## src/rtl/csr_file_pkg.sv

```systemverilog
// Shared CSR constants: address map, bus widths, misa value and mstatus bit positions.
package csr_file_pkg;

  localparam int CSR_REG_ADDR_BUS = 12;
  localparam int REG_BUS          = 32;

  localparam logic [CSR_REG_ADDR_BUS-1:0] CSR_MSTATUS   = 12'h300;
  localparam logic [CSR_REG_ADDR_BUS-1:0] CSR_MISA      = 12'h301;
  localparam logic [CSR_REG_ADDR_BUS-1:0] CSR_MIE       = 12'h304;
  localparam logic [CSR_REG_ADDR_BUS-1:0] CSR_MTVEC     = 12'h305;
  localparam logic [CSR_REG_ADDR_BUS-1:0] CSR_MSCRATCH  = 12'h340;
  localparam logic [CSR_REG_ADDR_BUS-1:0] CSR_MEPC      = 12'h341;
  localparam logic [CSR_REG_ADDR_BUS-1:0] CSR_MCAUSE    = 12'h342;
  localparam logic [CSR_REG_ADDR_BUS-1:0] CSR_MTVAL     = 12'h343;
  localparam logic [CSR_REG_ADDR_BUS-1:0] CSR_MCYCLE    = 12'hB00;
  localparam logic [CSR_REG_ADDR_BUS-1:0] CSR_MINSTRET  = 12'hB02;
  localparam logic [CSR_REG_ADDR_BUS-1:0] CSR_MCYCLEH   = 12'hB80;
  localparam logic [CSR_REG_ADDR_BUS-1:0] CSR_MINSTRETH = 12'hB82;
  localparam logic [CSR_REG_ADDR_BUS-1:0] CSR_CYCLE     = 12'hC00;
  localparam logic [CSR_REG_ADDR_BUS-1:0] CSR_INSTRET   = 12'hC02;
  localparam logic [CSR_REG_ADDR_BUS-1:0] CSR_CYCLEH    = 12'hC80;
  localparam logic [CSR_REG_ADDR_BUS-1:0] CSR_INSTRETH  = 12'hC82;
  localparam logic [CSR_REG_ADDR_BUS-1:0] CSR_MHARTID   = 12'hF14;

  localparam logic [REG_BUS-1:0] MISA_VAL = 32'h4000_0100;

  localparam int MSTATUS_MIE_BIT    = 3;
  localparam int MSTATUS_MPIE_BIT   = 7;
  localparam int MSTATUS_MPP_LO_BIT = 11;
  localparam int MSTATUS_MPP_HI_BIT = 12;

endpackage

```

## src/rtl/csr_counter64.sv

```systemverilog
// Two-word free-running counter with per-half write ports; a write to either
// half replaces the increment for that cycle and never carries into the other half.
module csr_counter64 #(
  parameter int W = 32
) (
  input  logic           clk,
  input  logic           rst,
  input  logic           inc_en,
  input  logic           wr_lo,
  input  logic           wr_hi,
  input  logic [W-1:0]   wdata,
  output logic [2*W-1:0] count
);

  logic [2*W-1:0] cnt_q;

  always_ff @(posedge clk or posedge rst) begin
    if (rst) begin
      cnt_q <= '0;
    end else if (wr_lo) begin
      cnt_q[W-1:0] <= wdata;
    end else if (wr_hi) begin
      cnt_q[2*W-1:W] <= wdata;
    end else if (inc_en) begin
      cnt_q <= cnt_q + {{(2*W-1){1'b0}}, 1'b1};
    end
  end

  assign count = cnt_q;

endmodule

```

## src/rtl/csr_file.sv

```systemverilog
// Machine-mode CSR file: trap state, combinational read port, trap/mret updates.
// Build option CSR_COUNTERS_EN adds mcycle/minstret and their user shadows.
module csr_file
  import csr_file_pkg::*;
#(
  parameter int              XLEN        = 32,
  parameter logic [XLEN-1:0] MTVEC_RESET = '0,
  parameter int              HART_ID     = 0
) (
  input  logic            clk,
  input  logic            rst,
  input  logic            wb_csr_wr_en_i,
  input  logic [11:0]     wb_csr_addr_i,
  input  logic [XLEN-1:0] wb_csr_wdata_i,
  input  logic            wb_instret_inc_i,
  input  logic [11:0]     csr_raddr_i,
  output logic [XLEN-1:0] csr_rdata_o,
  output logic            csr_illegal_o,
  input  logic            trap_en_i,
  input  logic [XLEN-1:0] trap_pc_i,
  input  logic [XLEN-1:0] trap_cause_i,
  input  logic [XLEN-1:0] trap_val_i,
  input  logic            mret_i,
  output logic [XLEN-1:0] mtvec_o,
  output logic [XLEN-1:0] mepc_o,
  output logic            mstatus_mie_o
);

  logic            mie_bit_q;
  logic            mpie_bit_q;
  logic [XLEN-1:0] mie_q;
  logic [XLEN-1:0] mtvec_q;
  logic [XLEN-1:0] mscratch_q;
  logic [XLEN-1:0] mepc_q;
  logic [XLEN-1:0] mcause_q;
  logic [XLEN-1:0] mtval_q;

  // A trapping instruction is flushed, so its CSR write must not land.
  logic csr_we;
  assign csr_we = wb_csr_wr_en_i & ~trap_en_i;

  always_ff @(posedge clk or posedge rst) begin
    if (rst) begin
      mie_bit_q  <= 1'b0;
      mpie_bit_q <= 1'b0;
      mie_q      <= '0;
      mtvec_q    <= MTVEC_RESET;
      mscratch_q <= '0;
      mepc_q     <= '0;
      mcause_q   <= '0;
      mtval_q    <= '0;
    end else if (trap_en_i) begin
      mepc_q     <= {trap_pc_i[XLEN-1:1], 1'b0};
      mcause_q   <= trap_cause_i;
      mtval_q    <= trap_val_i;
      mpie_bit_q <= mie_bit_q;
      mie_bit_q  <= 1'b0;
    end else begin
      if (mret_i) begin
        mie_bit_q  <= mpie_bit_q;
        mpie_bit_q <= 1'b1;
      end else if (csr_we && wb_csr_addr_i == CSR_MSTATUS) begin
        mie_bit_q  <= wb_csr_wdata_i[MSTATUS_MIE_BIT];
        mpie_bit_q <= wb_csr_wdata_i[MSTATUS_MPIE_BIT];
      end
      if (csr_we) begin
        case (wb_csr_addr_i)
          CSR_MIE:      mie_q      <= wb_csr_wdata_i;
          CSR_MTVEC:    mtvec_q    <= {wb_csr_wdata_i[XLEN-1:2], 1'b0, wb_csr_wdata_i[0]};
          CSR_MSCRATCH: mscratch_q <= wb_csr_wdata_i;
          CSR_MEPC:     mepc_q     <= {wb_csr_wdata_i[XLEN-1:1], 1'b0};
          CSR_MCAUSE:   mcause_q   <= wb_csr_wdata_i;
          CSR_MTVAL:    mtval_q    <= wb_csr_wdata_i;
          default:      ;
        endcase
      end
    end
  end

`ifdef CSR_COUNTERS_EN
  logic [2*XLEN-1:0] mcycle_cnt;
  logic [2*XLEN-1:0] minstret_cnt;

  csr_counter64 #(.W(XLEN)) u_mcycle (
    .clk    (clk),
    .rst    (rst),
    .inc_en (1'b1),
    .wr_lo  (csr_we && wb_csr_addr_i == CSR_MCYCLE),
    .wr_hi  (csr_we && wb_csr_addr_i == CSR_MCYCLEH),
    .wdata  (wb_csr_wdata_i),
    .count  (mcycle_cnt)
  );

  csr_counter64 #(.W(XLEN)) u_minstret (
    .clk    (clk),
    .rst    (rst),
    .inc_en (wb_instret_inc_i),
    .wr_lo  (csr_we && wb_csr_addr_i == CSR_MINSTRET),
    .wr_hi  (csr_we && wb_csr_addr_i == CSR_MINSTRETH),
    .wdata  (wb_csr_wdata_i),
    .count  (minstret_cnt)
  );
`else
  logic unused_instret_inc;
  assign unused_instret_inc = wb_instret_inc_i;
`endif

  always_comb begin
    csr_rdata_o   = '0;
    csr_illegal_o = 1'b0;
    case (csr_raddr_i)
      CSR_MSTATUS: begin
        csr_rdata_o[MSTATUS_MIE_BIT]                       = mie_bit_q;
        csr_rdata_o[MSTATUS_MPIE_BIT]                      = mpie_bit_q;
        csr_rdata_o[MSTATUS_MPP_HI_BIT:MSTATUS_MPP_LO_BIT] = 2'b11;
      end
      CSR_MISA:     csr_rdata_o = XLEN'(MISA_VAL);
      CSR_MIE:      csr_rdata_o = mie_q;
      CSR_MTVEC:    csr_rdata_o = mtvec_q;
      CSR_MSCRATCH: csr_rdata_o = mscratch_q;
      CSR_MEPC:     csr_rdata_o = mepc_q;
      CSR_MCAUSE:   csr_rdata_o = mcause_q;
      CSR_MTVAL:    csr_rdata_o = mtval_q;
      CSR_MHARTID:  csr_rdata_o = XLEN'(HART_ID);
`ifdef CSR_COUNTERS_EN
      CSR_MCYCLE,   CSR_CYCLE:    csr_rdata_o = mcycle_cnt[XLEN-1:0];
      CSR_MCYCLEH,  CSR_CYCLEH:   csr_rdata_o = mcycle_cnt[2*XLEN-1:XLEN];
      CSR_MINSTRET, CSR_INSTRET:  csr_rdata_o = minstret_cnt[XLEN-1:0];
      CSR_MINSTRETH, CSR_INSTRETH: csr_rdata_o = minstret_cnt[2*XLEN-1:XLEN];
`else
      // Counter space stays legal but reads zero when counters are compiled out.
      CSR_MCYCLE, CSR_MCYCLEH, CSR_MINSTRET, CSR_MINSTRETH,
      CSR_CYCLE,  CSR_CYCLEH,  CSR_INSTRET,  CSR_INSTRETH: csr_rdata_o = '0;
`endif
      default:      csr_illegal_o = 1'b1;
    endcase
  end

  assign mtvec_o       = mtvec_q;
  assign mepc_o        = mepc_q;
  assign mstatus_mie_o = mie_bit_q;

endmodule

```

## config.mk

```make
export PLATFORM = sky130hd
export DESIGN_NAME = csr_file
export DESIGN_NICKNAME = d
export VERILOG_FILES = /design/src/rtl/csr_file_pkg.sv /design/src/rtl/csr_counter64.sv /design/src/rtl/csr_file.sv
export SDC_FILE = /design/constraint.sdc
export NUM_CORES = 1
export LEC_CHECK = 0
export CAP_MARGIN = 20
export CORE_MARGIN = 3
export CORE_UTILIZATION = 44
export CTS_BUF_LIST = sky130_fd_sc_hd__clkbuf_2 sky130_fd_sc_hd__clkbuf_4 sky130_fd_sc_hd__clkbuf_8
export CTS_CLUSTER_DIAMETER = 120
export DETAILED_ROUTE_END_ITERATION = 6
export GPL_ROUTABILITY_DRIVEN = 0
export PLACE_DENSITY = 0.73
export SKIP_LAST_GASP = 1
export SYNTH_ARGS = -nofsm -noshare
export SYNTH_HDL_FRONTEND = slang
export SYNTH_SLANG_ARGS = --single-unit
```

## constraint.sdc

```tcl
create_clock -name clk -period 8.65 [get_ports clk]
set_input_delay 1.73 -clock clk [delete_from_list [all_inputs] [get_ports clk]]
set_output_delay 1.73 -clock clk [all_outputs]
set_load 0.03 [all_outputs]
```

-- After elaboration in Yosys (flattened, before gate mapping)
Index checks and enable logic that the tools add are counted.
- bits in registers: 193
- input bits: 158
- word-level logic and storage cells: 70
- output and inout bits: 98
- mux-type cells: 23
- bitwise logic cells: 2
- reduce and logical (&&, ||, !) cells: 13
- equality and inequality tests: 24
- operators with widths (cell ; count):
    32-bit two-way mux ; 9
    12-bit by 10-bit == test with 1-bit output, second input constant ; 15
    19-bit one-hot mux with 7 select lines ; 1
    12-bit == test, second input constant ; 9
    3-bit one-hot mux with 6 select lines ; 2
    3-bit one-hot mux with 7 select lines ; 1
    17-bit OR reduction ; 1
    1-bit one-hot mux with 7 select lines ; 2
    2-bit one-hot mux with 7 select lines ; 1
    3-bit AND reduction ; 3
    2-bit nonzero test ; 4
    1-bit two-way mux ; 7
    2-bit AND reduction ; 3
    3-bit nonzero test ; 1
    1-bit bitwise AND ; 1
    1-bit logical AND ; 1
    1-bit inverter ; 1

-- Longest topological paths before layout
- word-level depth: 6
- depth in mapped cells: 7

-- Worst setup path after synthesis
OpenSTA, ideal clock, no wires.
- path kind: input-to-output
- from: in csr_raddr_i[5]
- to: out csr_rdata_o[13]
- required time: 6920 ps
- arrival time: 3627 ps
- buffers on the path: 2
- stages: 5
- path slack: 3293 ps
- cell sequence: or4_1 or3_1 clkbuf_1 clkbuf_1 o21ai_0
- cells in the longest elaborated chain, start to end: 2
- ends and longest elaborated chain (what ; RTL line ; source):
    start: declaration ; csr_file.sv:16 ; input logic [11:0] csr_raddr_i,
    12-bit by 10-bit == test with 1-bit output ; csr_file.sv:111 ; case (csr_raddr_i)
    19-bit one-hot mux with 7 select lines * ; csr_file.sv:111 ;
    end: declaration ; csr_file.sv:17 ; output logic [XLEN-1:0] csr_rdata_o,
Every way passes the cells marked *; elsewhere a longest branch is shown, timed or not.

-- Final worst setup path
- from: in csr_raddr_i[2]
- to: out csr_rdata_o[31]
The elaborated chain is that of the path after synthesis.

==> summary.md <==
| Metric | Value |
|---|---|
| PD cells | around 150 nW/um^2 |
| TritonCTS clock tree | done |
| Register bit count reported by yosys | around 190 |
| R2R cell count | 3 |
| CTS hold repair buffers | 0 |
| Distinct cell type count after synthesis | 52 |
| Post-CTS Setup Inserts | 0 |
| Layout area overhead | 31.5% |
| Design Power | between 1.5 and 2 mW |
| CP required | around 6900 ps |
| GR Overflow Total | 0 |
| Fmax | between 0.1 and 0.15 GHz |
| Clk_skew | between 0.07 and 0.08 ps |
| Setup Total Neg Slack | 0 ps |
| Pre-CTS WS | between 1500 and 2000 ps |
| DP HPWL | just under 20000 microns |
| Rows | 54 |
| RSZ-0062 raised after global routing | no |
| Top cell type's share of synthesized area | 48.8% |
| Worst Max-Slew Pin Slew | about 1100 ps |
| Main flop type after synthesis | dfrtp_1 |
| Syn Area/Cell | ~12 sq um |
| Setup WS post-layout | 1900 ps |
| Drt drc | 0 |
| Setup violators final | 0 |
| Total Die Area | about 24000 sq um |
| Vias in the first global route | 7940 |
| Drt initial violations | approximately 550 |
| Max capacitance violation total | 0 |
| Total GRT Usage | between 20% and 30% |
| Htree depth | 4 |
| Ys async rst share | 100% |
| Synthesized area | 9850 sq um |
| Die width | ~160 microns |
| # port buffers | about 250 |
| Critical Path Sink Type | output port |
| Post-route design area | 13000 sq um |
| Peak supply drop | approximately 0.11 mV |
| Synth area leader | dfrtp_1 |
| Routed wire length | 29900 microns |
| Min Tclk post-route | between 6000 and 7000 ps |
| Crit path DAT | 5020 ps |
| Post-detailed-route via-to-cell ratio | between 6 and 7 |
| Pins Over Slew Limit | 0 |
| Nets@finish | roughly 1200 |
| CTS Sinks | 192 |
| Fillers | ~1900 |
| Share of layout cells above drive strength 1 | 18.6% |
| Largest net degree at the start of global routing | approximately 130 |
| Hold Path Class | reg -> reg |
| Cell count after synthesis | about 790 |
| Worst Setup Path Type | in -> out |
| Initial Utilization | about 45% |
| Hold Path Depth | 1 |
| ANT nets after route | 0 |
| Initial antenna violation count | 1 |
| Die Y | 156 microns |
| Ranking of synthesized cells by area | dfrtp_1 49%, mux2_2 11%, a221o_1 9.8% |
| Via Count | 7894 |
| Clk buf depth | 2 |
| Post-Layout Cell Count | about 1300 |
| Post-cts sizing count | 0 |
| Worst rel slew slack | between 20 and 30% |
| Skew-Pair Late Insertion Delay | 460 ps |
| Leak | roughly 5.3 nW |
| Worst-path clk slew | approximately 90 ps |
| WL per Instance | about 23 microns |
| CP Launch Type | primary input |
| Final period util | approximately 78% |
| Status | completed |
| TritonCTS buffer count | 17 |
| Crit-path max FO | 16 |
| Final hold vios | 0 |
| Placed inst area | roughly 13000 sq um |
| Root Buffer | clkbuf_8 |
| YS warnings | 0 |
| Drt pass-1 iters | 5 |
| # IOs | around 260 |
| Core ar. | 21900 sq um |
| Register area share after synthesis | slightly below 50% |
| Number of synthesized flops with an enable pin | 0 |
| Global-route wire length before repair | between 40000 and 50000 microns |
| Placed cell count | roughly 1300 |
==> path summary, 6_finish.rpt <==
path / slack (ps) / end / from
setup / recovery: 1900 / csr_rdata_o[31] / csr_raddr_i[2]
setup reg to reg: 7610 / mpie_bit_q / mstatus_mie_o
max in group asynchronous: 5360 / mtval_q[28] / rst
min in group asynchronous: 1830 / mscratch_q[27] / rst
hold / removal: 510 / mscratch_q[25] / mscratch_q[25]
hold reg to reg: 510 / mscratch_q[25] / mscratch_q[25]
==> logic make-up (layout without fill, tap and decap cells) <==
logic type | count (synthesis) | in the layout | share of synthesized area, %
simple gates | 215 | 215 | 14.8
flops | 192 | 192 | 48.8
compound gates | 170 | 170 | 14.6
mux | 135 | 135 | 18.3
buf+inv | 81 | 301 | 3.49
other cells | 1 | 3 | 0.0381
==> metal layers <==
metal | vias up | global-route usage [%] | share of wire (%)
li1 | 3512 | - | -
met1 | 4040 | 32.5 | 42
met2 | 306 | 39.3 | 49
met3 | 36 | 6.60 | 8.0
met4 | 0 | 6.67 | 1.5
met5 | - | 0 | 0
==> cell type report <==
class	instances	area, sq um	area share, %
flip-flops and latches	192	4800	37.1
multi-input cells	522	4730	36.5
repair buffers	267	2630	20.3
well taps	280	350	2.70
clock buffers	17	234	1.81
clock inverters	15	191	1.48
inverters	2	15.0	0.116
diodes	1	2.50	0.0193
==> sequential cells by signal, summed over array words and instances, names as in the netlist <==
| signal | cells |
|---|---|
| mcause_q | 32 |
| mtval_q | 32 |
| mscratch_q | 32 |
| mstatus_mie_o | 1 |
| mtvec_o | 31 |
| mepc_o | 31 |
| mie_q | 32 |
| mpie_bit_q | 1 |
==> report_power, final <==
group          total, mW  switching, mW  internal [mW]
registers          0.963         0.0246          0.938
clock network      0.618          0.370          0.248
logic              0.315          0.145          0.170
==> worst max-delay path: stages <==
cell and delay, ps:
clkdlybuf4s50_1 790, nor4bb_4 870, buf_4 440, a22oi_1 130, o21ai_0 290, clkdlybuf4s50_1 750
==> cells in the final DEF, fill, tap and decap left out, types with 10 or more instances in the layout <==
cell type	instances
nor3b_1	96
nor2_1	10
clkdlybuf4s50_1	248
a221o_1	96
dfrtp_1	192
buf_4	17
mux4_2	26
mux2_2	100
nor2b_1	34
clkbuf_8	17
nand2_1	34
a22oi_1	27
o21ai_0	24
==> through the flow <==
step	hold slack [ps]	utilization, %
after floorplan	471	-
after global placement	483	57.2
after detailed placement	492	57.2
after CTS	514	59.2
after global routing	537	59.2
final	510	59.2
==> cells in the mapped netlist, types with 2 or more instances <==
cell type	count
a221o_1	96
buf_2	16
dfrtp_1	192
inv_1	2
nor3_1	5
o32ai_1	2
mux2_2	100
a21oi_1	6
a22oi_1	27
nor3b_1	96
nand2b_1	4
mux2i_1	9
mux4_2	26
nand4bb_1	2
nor4_4	3
nand4_1	3
a32oi_1	2
o21ai_0	24
a22o_1	2
o21ai_1	3
or4_1	2
nor4_1	4
nand3_1	2
nor2b_1	34
buf_4	5
or3_1	2
o22ai_1	3
nor2_1	10
clkbuf_1	52
nand2_1	34
buf_1	5
No activity file was read; power rests on OpenSTA's default activity.
